==> config.mk <==
export PLATFORM = sky130hd
export DESIGN_NAME = fnd_disp_sched
export DESIGN_NICKNAME = d
export VERILOG_FILES = /design/src/rtl/fnd_pkg.sv /design/src/rtl/fnd_disp_sched_tick_gen_1ms.sv /design/src/rtl/fnd_disp_sched.sv
export SDC_FILE = /design/constraint.sdc
export NUM_CORES = 1
export LEC_CHECK = 0
export ABC_AREA = 1
export CAP_MARGIN = 40
export CELL_PAD_IN_SITES_DETAIL_PLACEMENT = 1
export CELL_PAD_IN_SITES_GLOBAL_PLACEMENT = 1
export CORE_UTILIZATION = 30
export CTS_CLUSTER_DIAMETER = 40
export CTS_CLUSTER_SIZE = 40
export DETAILED_ROUTE_END_ITERATION = 10
export PLACE_DENSITY_LB_ADDON = 0.1
export SLEW_MARGIN = 0
export SYNTH_ARGS = -nofsm -noshare
export SYNTH_HDL_FRONTEND = slang
export SYNTH_SLANG_ARGS = --single-unit
==> constraint.sdc <==
create_clock -name clk -period 1.55 [get_ports clk]
set_input_delay 0.2325 -clock clk [delete_from_list [all_inputs] [get_ports clk]]
set_output_delay 0.2325 -clock clk [all_outputs]
set_load 0.02 [all_outputs]
==> src/rtl/fnd_pkg.sv <==
// fnd_pkg -- definitions shared by the FND display scheduler.
//   disp_state_e : display selection state. Bit 1 is the source (1 = stopwatch)
//                  and bit 0 is the field pair (1 = msec/sec), so both outputs
//                  decode directly from the state bits.
//   CMD_*        : recognised ASCII UART command bytes.
//   *_LSB/*_W    : bit offsets and widths of the packed 24-bit time word.
//   min_hour_nz  : helper that is true when the minute or hour field is non-zero.
package fnd_pkg;

  typedef enum logic [1:0] {
    WT_HM = 2'b00,
    WT_MS = 2'b01,
    SW_HM = 2'b10,
    SW_MS = 2'b11
  } disp_state_e;

  localparam logic [7:0] CMD_S = 8'h53;
  localparam logic [7:0] CMD_W = 8'h57;
  localparam logic [7:0] CMD_M = 8'h4D;
  localparam logic [7:0] CMD_H = 8'h48;

  localparam int HOUR_LSB = 19;
  localparam int HOUR_W   = 5;
  localparam int MIN_LSB  = 13;
  localparam int MIN_W    = 6;
  localparam int SEC_LSB  = 7;
  localparam int SEC_W    = 6;
  localparam int MSEC_LSB = 0;
  localparam int MSEC_W   = 7;

  function automatic logic min_hour_nz(input logic [23:0] t);
    return (t[MIN_LSB +: MIN_W] != 6'd0) || (t[HOUR_LSB +: HOUR_W] != 5'd0);
  endfunction

endpackage

==> src/rtl/fnd_disp_sched_tick_gen_1ms.sv <==
// tick_gen_1ms -- free-running divider producing a one-cycle pulse every 1 ms.
// Ports:
//   clk    : system clock (posedge)
//   reset  : synchronous active-low reset
//   o_tick : registered one-cycle pulse, once per CLK_HZ/1000 cycles
module tick_gen_1ms
  import fnd_pkg::*;
#(
  parameter int CLK_HZ = 100_000_000
) (
  input  logic clk,
  input  logic reset,
  output logic o_tick
);

  localparam int DIV = CLK_HZ / 1000;
  localparam int CW  = (DIV > 1) ? $clog2(DIV) : 1;
  localparam logic [CW-1:0] LAST = CW'(DIV - 1);

  logic [CW-1:0] r_cnt;
  logic          r_tick;

  // Divider counter: wraps at DIV-1 and emits the tick on the wrap cycle.
  always_ff @(posedge clk) begin
    if (!reset) begin
      r_cnt  <= {CW{1'b0}};
      r_tick <= 1'b0;
    end else if (r_cnt == LAST) begin
      r_cnt  <= {CW{1'b0}};
      r_tick <= 1'b1;
    end else begin
      r_cnt  <= r_cnt + CW'(1);
      r_tick <= 1'b0;
    end
  end

  assign o_tick = r_tick;

endmodule

==> src/rtl/fnd_disp_sched.sv <==
// fnd_disp_sched -- selects which time word and field pair the FND shows.
// Optional feature macro: FND_AUTO_FIELD_EN (auto switch SW_MS -> SW_HM when
// the stopwatch minute/hour becomes non-zero).
// Ports:
//   clk, reset          : system clock, synchronous active-low reset
//   i_sw_time/i_wt_time : stopwatch / watch time {hour,min,sec,msec}
//   i_btn_src/i_btn_field : one-cycle button pulses (debounced upstream)
//   i_uart_valid/i_uart_cmd : UART command strobe and byte ('S','W','M','H')
//   o_time              : registered selected time word
//   o_mode              : 1 = msec/sec, 0 = min/hour
//   o_src               : 1 = stopwatch, 0 = watch
//   o_uart_ack          : one-cycle pulse for each recognised UART command
module fnd_disp_sched
  import fnd_pkg::*;
#(
  parameter int CLK_HZ  = 100_000_000,
  parameter int LOCK_MS = 50
) (
  input  logic        clk,
  input  logic        reset,
  input  logic [23:0] i_sw_time,
  input  logic [23:0] i_wt_time,
  input  logic        i_btn_src,
  input  logic        i_btn_field,
  input  logic        i_uart_valid,
  input  logic [7:0]  i_uart_cmd,
  output logic [23:0] o_time,
  output logic        o_mode,
  output logic        o_src,
  output logic        o_uart_ack
);

  localparam int LW = $clog2(LOCK_MS + 1);

  disp_state_e r_state;
  disp_state_e w_state_nxt;
  logic [LW-1:0] r_lock;
  logic [23:0]   r_time;
  logic          r_ack;
  logic          w_tick;
  logic          w_uart_hit;
  logic          w_btn_acc;
  logic          w_src_nxt;
  logic          w_mode_nxt;

  tick_gen_1ms #(.CLK_HZ(CLK_HZ)) u_tick (
    .clk    (clk),
    .reset  (reset),
    .o_tick (w_tick)
  );

  // UART decode: only the four command bytes count as a hit.
  always_comb begin
    w_uart_hit = 1'b0;
    case (i_uart_cmd)
      CMD_S, CMD_W, CMD_M, CMD_H: w_uart_hit = i_uart_valid;
      default:                    w_uart_hit = 1'b0;
    endcase
  end

  // A button is accepted only outside lockout and only when no UART command
  // shares the cycle (UART wins and the button pulse is dropped).
  assign w_btn_acc = !w_uart_hit && (i_btn_src || i_btn_field) && (r_lock == {LW{1'b0}});

`ifdef FND_AUTO_FIELD_EN
  logic r_auto_nz;
  logic w_auto_edge;

  assign w_auto_edge = min_hour_nz(i_sw_time) && !r_auto_nz && (r_state == SW_MS);

  // Edge register for the stopwatch minute/hour non-zero condition.
  always_ff @(posedge clk) begin
    if (!reset) begin
      r_auto_nz <= 1'b0;
    end else begin
      r_auto_nz <= min_hour_nz(i_sw_time);
    end
  end
`endif

  // Next-state: UART sets an axis absolutely, buttons toggle, auto edge last.
  always_comb begin
    w_src_nxt  = r_state[1];
    w_mode_nxt = r_state[0];
    if (w_uart_hit) begin
      case (i_uart_cmd)
        CMD_S:   w_src_nxt  = 1'b1;
        CMD_W:   w_src_nxt  = 1'b0;
        CMD_M:   w_mode_nxt = 1'b1;
        CMD_H:   w_mode_nxt = 1'b0;
        default: w_src_nxt  = r_state[1];
      endcase
    end else if (w_btn_acc) begin
      if (i_btn_src) begin
        w_src_nxt = ~r_state[1];
      end else begin
        w_src_nxt = r_state[1];
      end
      if (i_btn_field) begin
        w_mode_nxt = ~r_state[0];
      end else begin
        w_mode_nxt = r_state[0];
      end
`ifdef FND_AUTO_FIELD_EN
    end else if (w_auto_edge) begin
      w_mode_nxt = 1'b0;
`endif
    end else begin
      w_mode_nxt = r_state[0];
    end
    w_state_nxt = disp_state_e'({w_src_nxt, w_mode_nxt});
  end

  // State, ack, time word and lockout registers.
  always_ff @(posedge clk) begin
    if (!reset) begin
      r_state <= WT_HM;
      r_ack   <= 1'b0;
      r_time  <= 24'h000000;
      r_lock  <= {LW{1'b0}};
    end else begin
      r_state <= w_state_nxt;
      r_ack   <= w_uart_hit;
      r_time  <= r_state[1] ? i_sw_time : i_wt_time;
      if (w_btn_acc) begin
        r_lock <= LW'(LOCK_MS);
      end else if (w_tick && (r_lock != {LW{1'b0}})) begin
        r_lock <= r_lock - LW'(1);
      end else begin
        r_lock <= r_lock;
      end
    end
  end

  assign o_src      = r_state[1];
  assign o_mode     = r_state[0];
  assign o_time     = r_time;
  assign o_uart_ack = r_ack;

endmodule

==> results.md <==
* Biggest fanout along the worst timing path at 1
* Quantity of I/O buffers inserted on ports at 87
* Highest ir drop seen on vdd at approximately 0.4 mV
* Critical Path Slowest Stage Cell: sky130_fd_sc_hd__clkdlybuf4s50_1
* Worst hold slack across all endpoints at between 0.4 and 0.5 ns
* Routed wire per std cell at around 13 microns
* Sequential area share after synthesis at 0.446
* Std-Cell Core Area at around 0.0073 sq mm
* Vias/cell at roughly 4.6
* Endpoint class of the critical path: primary output
* Post-synth ARST share at 0
* Cell Chain, Critical Path: clkdlybuf4s50_1
* Cell type with the largest total area after synthesis: sky130_fd_sc_hd__dfxtp_1
* Syn-to-layout area delta at 56.0%
* Die Span Y at 89.3 microns
* Worst-path clk slew at 0.10 ns
* Global placer's final weighted congestion at between 0.7 and 0.8
* Number of violations of the max-capacitance limit at 0
* Status: complete, no violations
* Dpl hpwl at just over 5 mm
* Horizontal extent of the die at ~89 microns
* Number of sinks handled by clock tree synthesis at 51
* Drt first-iter violations at 97
* Placed inst area at around 0.0034 sq mm
* Number of flip-flops and latches in the synthesized netlist at ~50
* Final Max Tran Viols at 0
* Number of nets in the layout at between 400 and 500
* Number of synthesis warnings at 0
* Area used by sequential logic in the layout at a little over 0.001 sq mm
* All-Layer GR Usage at 0.186
* Clock H-tree levels at 2
* Final hold vios at 0
* DRC viols at 0
* Instance count of the mapped netlist at around 320
* Number of distinct library cells after synthesis at 29
* Initial core utilization at 0.312
* Unrepaired setup endpoints after global routing: false
* Remaining antenna violation count after routing at 0
* Slew headroom at 0.719
* Buf+Inv Stages, Crit Path at 1
* Root buf cell: sky130_fd_sc_hd__clkbuf_8
* CP Class: flop to primary output
* Cell Count Post-Placement at between 500 and 600
* Fraction of the cycle the final worst path needs at 0.959
* Total Wirelength at ~7 mm
* Pin count of the biggest net entering global routing at 27
* Vias in the first global route at about 2,500
* Most used flip-flop cell after synthesis: sky130_fd_sc_hd__dfxtp_1
* Final cell count without fillers at roughly 520
* Worst clock skew on the final layout at about 0.0085 ns
* Synthesized Nets at ~380
* Dominant cells by area after synthesis: sky130_fd_sc_hd__dfxtp_1, sky130_fd_sc_hd__nor2_1, sky130_fd_sc_hd__nand2_1
* Pwr per Cell Area at around 890 mW/mm^2
* Final sum of negative setup slack at 0 ns
* Layout cells sized above 1 at 0.118
* First-pass GRT wire length at 11.2 mm
* Diodes inserted at 0
* Vias at between 2,000 and 2,500
* Most frequent cell after synthesis: sky130_fd_sc_hd__nor2_1
* Standard-cell rows at 31
* Post-synth top area share at 0.446
* Commonest cells in the synthesized netlist: sky130_fd_sc_hd__nor2_1, sky130_fd_sc_hd__dfxtp_1, sky130_fd_sc_hd__nand2_1, sky130_fd_sc_hd__inv_1, sky130_fd_sc_hd__o21ai_0
* Synthesized area at approximately 0.0023 sq mm
* Delay-heaviest family, CP: buffers and inverters
* CTS tree: yes
* Final std cell area, no fill at 0.00357 sq mm
* Antenna violations before repair at 0
* Maximum buffer depth of the clock tree at 2
* Overflow left after global routing at 0
* Min Clock Period, post-route at around 1.5 ns
* Static leakage power at ~1.5 nW
* First-pass DRT Iterations at 4
* Average cell area after synthesis at around 7.2 sq um
* Class of the tightest hold or removal check: flop to flop
* Fillers at slightly above 900
* Maximum achievable frequency at ~670 MHz
* Number of top-level pins at 88
* Setup crit start kind: flop
* Total clock buffers created by CTS at 5
* Setup-violating endpoint count in the final report at 0
* EDFF count, synth at 0
* Overall die area at ~0.008 sq mm
* Worst stage delay on the critical path at 0.63 ns
* Actual transition at the worst max-transition pin at about 0.42 ns
* Worst endpoint required time at 1.32 ns
* Multi-input gate area at around 0.0011 sq mm
* Number of buffers added for setup after CTS at 0
* Latest clock arrival within the worst-skew pair at 0.31 ns
* Data arrival time of the critical path at 1.25 ns
[flip-flops by register name, summed over array words and instances (netlist names)]
register and count:
r_lock 6, r_state 2, o_uart_ack 1, o_time 24, u_tick.o_tick 1, u_tick.r_cnt 17
[path summary, 6_finish.rpt]
kind,cells after the start,slack (ns),start,to
setup / recovery,1,0.06,o_time[1],o_time[1]
hold / removal,2,0.48,u_tick.r_cnt[16],u_tick.r_cnt[16]
setup reg to reg,9,0.12,u_tick.r_cnt[1],u_tick.r_cnt[15]
hold reg to reg,2,0.48,u_tick.r_cnt[16],u_tick.r_cnt[16]
[cell families (layout without fill, tap and decap cells)]
logic type | after synthesis | count (layout) | synth area share
buf+inv | 45 | 149 | 0.0771
compound gates | 47 | 47 | 0.108
xor+xnor | 5 | 5 | 0.0191
simple gates | 168 | 168 | 0.333
flops | 51 | 51 | 0.446
fa+ha+maj | 3 | 3 | 0.0164
[cells in the final DEF, fill, tap and decap left out, types with 2 or more instances in the layout]
cell type,netlist,final
sky130_fd_sc_hd__nor3_1,2,2
sky130_fd_sc_hd__dfxtp_2,0,2
sky130_fd_sc_hd__nand4_1,8,8
sky130_fd_sc_hd__inv_1,34,34
sky130_fd_sc_hd__nor2_1,77,77
sky130_fd_sc_hd__nand2_1,47,45
sky130_fd_sc_hd__nor3b_1,3,3
sky130_fd_sc_hd__a21oi_1,12,12
sky130_fd_sc_hd__nand2_2,4,5
sky130_fd_sc_hd__nor2_4,3,5
sky130_fd_sc_hd__o211ai_1,2,2
sky130_fd_sc_hd__nand2_4,2,3
sky130_fd_sc_hd__xor2_1,3,3
sky130_fd_sc_hd__dfxtp_1,51,49
sky130_fd_sc_hd__nand3_1,13,12
sky130_fd_sc_hd__clkbuf_8,0,6
sky130_fd_sc_hd__nand3_2,2,2
sky130_fd_sc_hd__buf_4,0,15
sky130_fd_sc_hd__ha_1,3,3
sky130_fd_sc_hd__nor2_2,4,2
sky130_fd_sc_hd__o21ai_0,30,30
sky130_fd_sc_hd__clkdlybuf4s50_1,0,86
sky130_fd_sc_hd__xnor2_1,2,2
[report_power, final]
group	switching (mW)	leakage [nW]	total (mW)	internal, mW
registers	0.0348	0.420	1.44	1.40
clock network	0.462	0.0618	0.993	0.532
logic	0.366	0.981	0.744	0.378
[cell type report]
class | count | area share
clock inverters | 2 | 0.0109
repair buffers | 104 | 0.289
flip-flops and latches | 51 | 0.287
clock buffers | 6 | 0.0231
inverters | 37 | 0.0396
multi-input cells | 223 | 0.316
well taps | 99 | 0.0347
[through the flow]
step	utilization	total power [mW]	setup slack [ns]
2_1_floorplan	-	1.81	0.173
3_3_place_gp	0.461	2.20	-0.0956
3_5_place_dp	0.461	2.21	-0.139
4_1_cts	0.477	3.22	0.0294
5_1_grt	0.487	3.38	0.000759
6_report	0.487	3.17	0.0635
[timing repair]
action	4_1_cts	5_1_grt
endpoints found under the setup margin	0	17
gates resized for setup	0	12
hold buffers	0	0
[metal layers]
layer,wire length (microns),vias up,share of wire,GRT usage
met5,0,-,0,0
met4,94,0,0.014,0.0577
met3,338,7,0.050,0.0554
met2,3530,49,0.52,0.353
met1,2860,1110,0.42,0.196
li1,-,1216,-,-
Note: power is estimated with default switching activity, not from simulation.
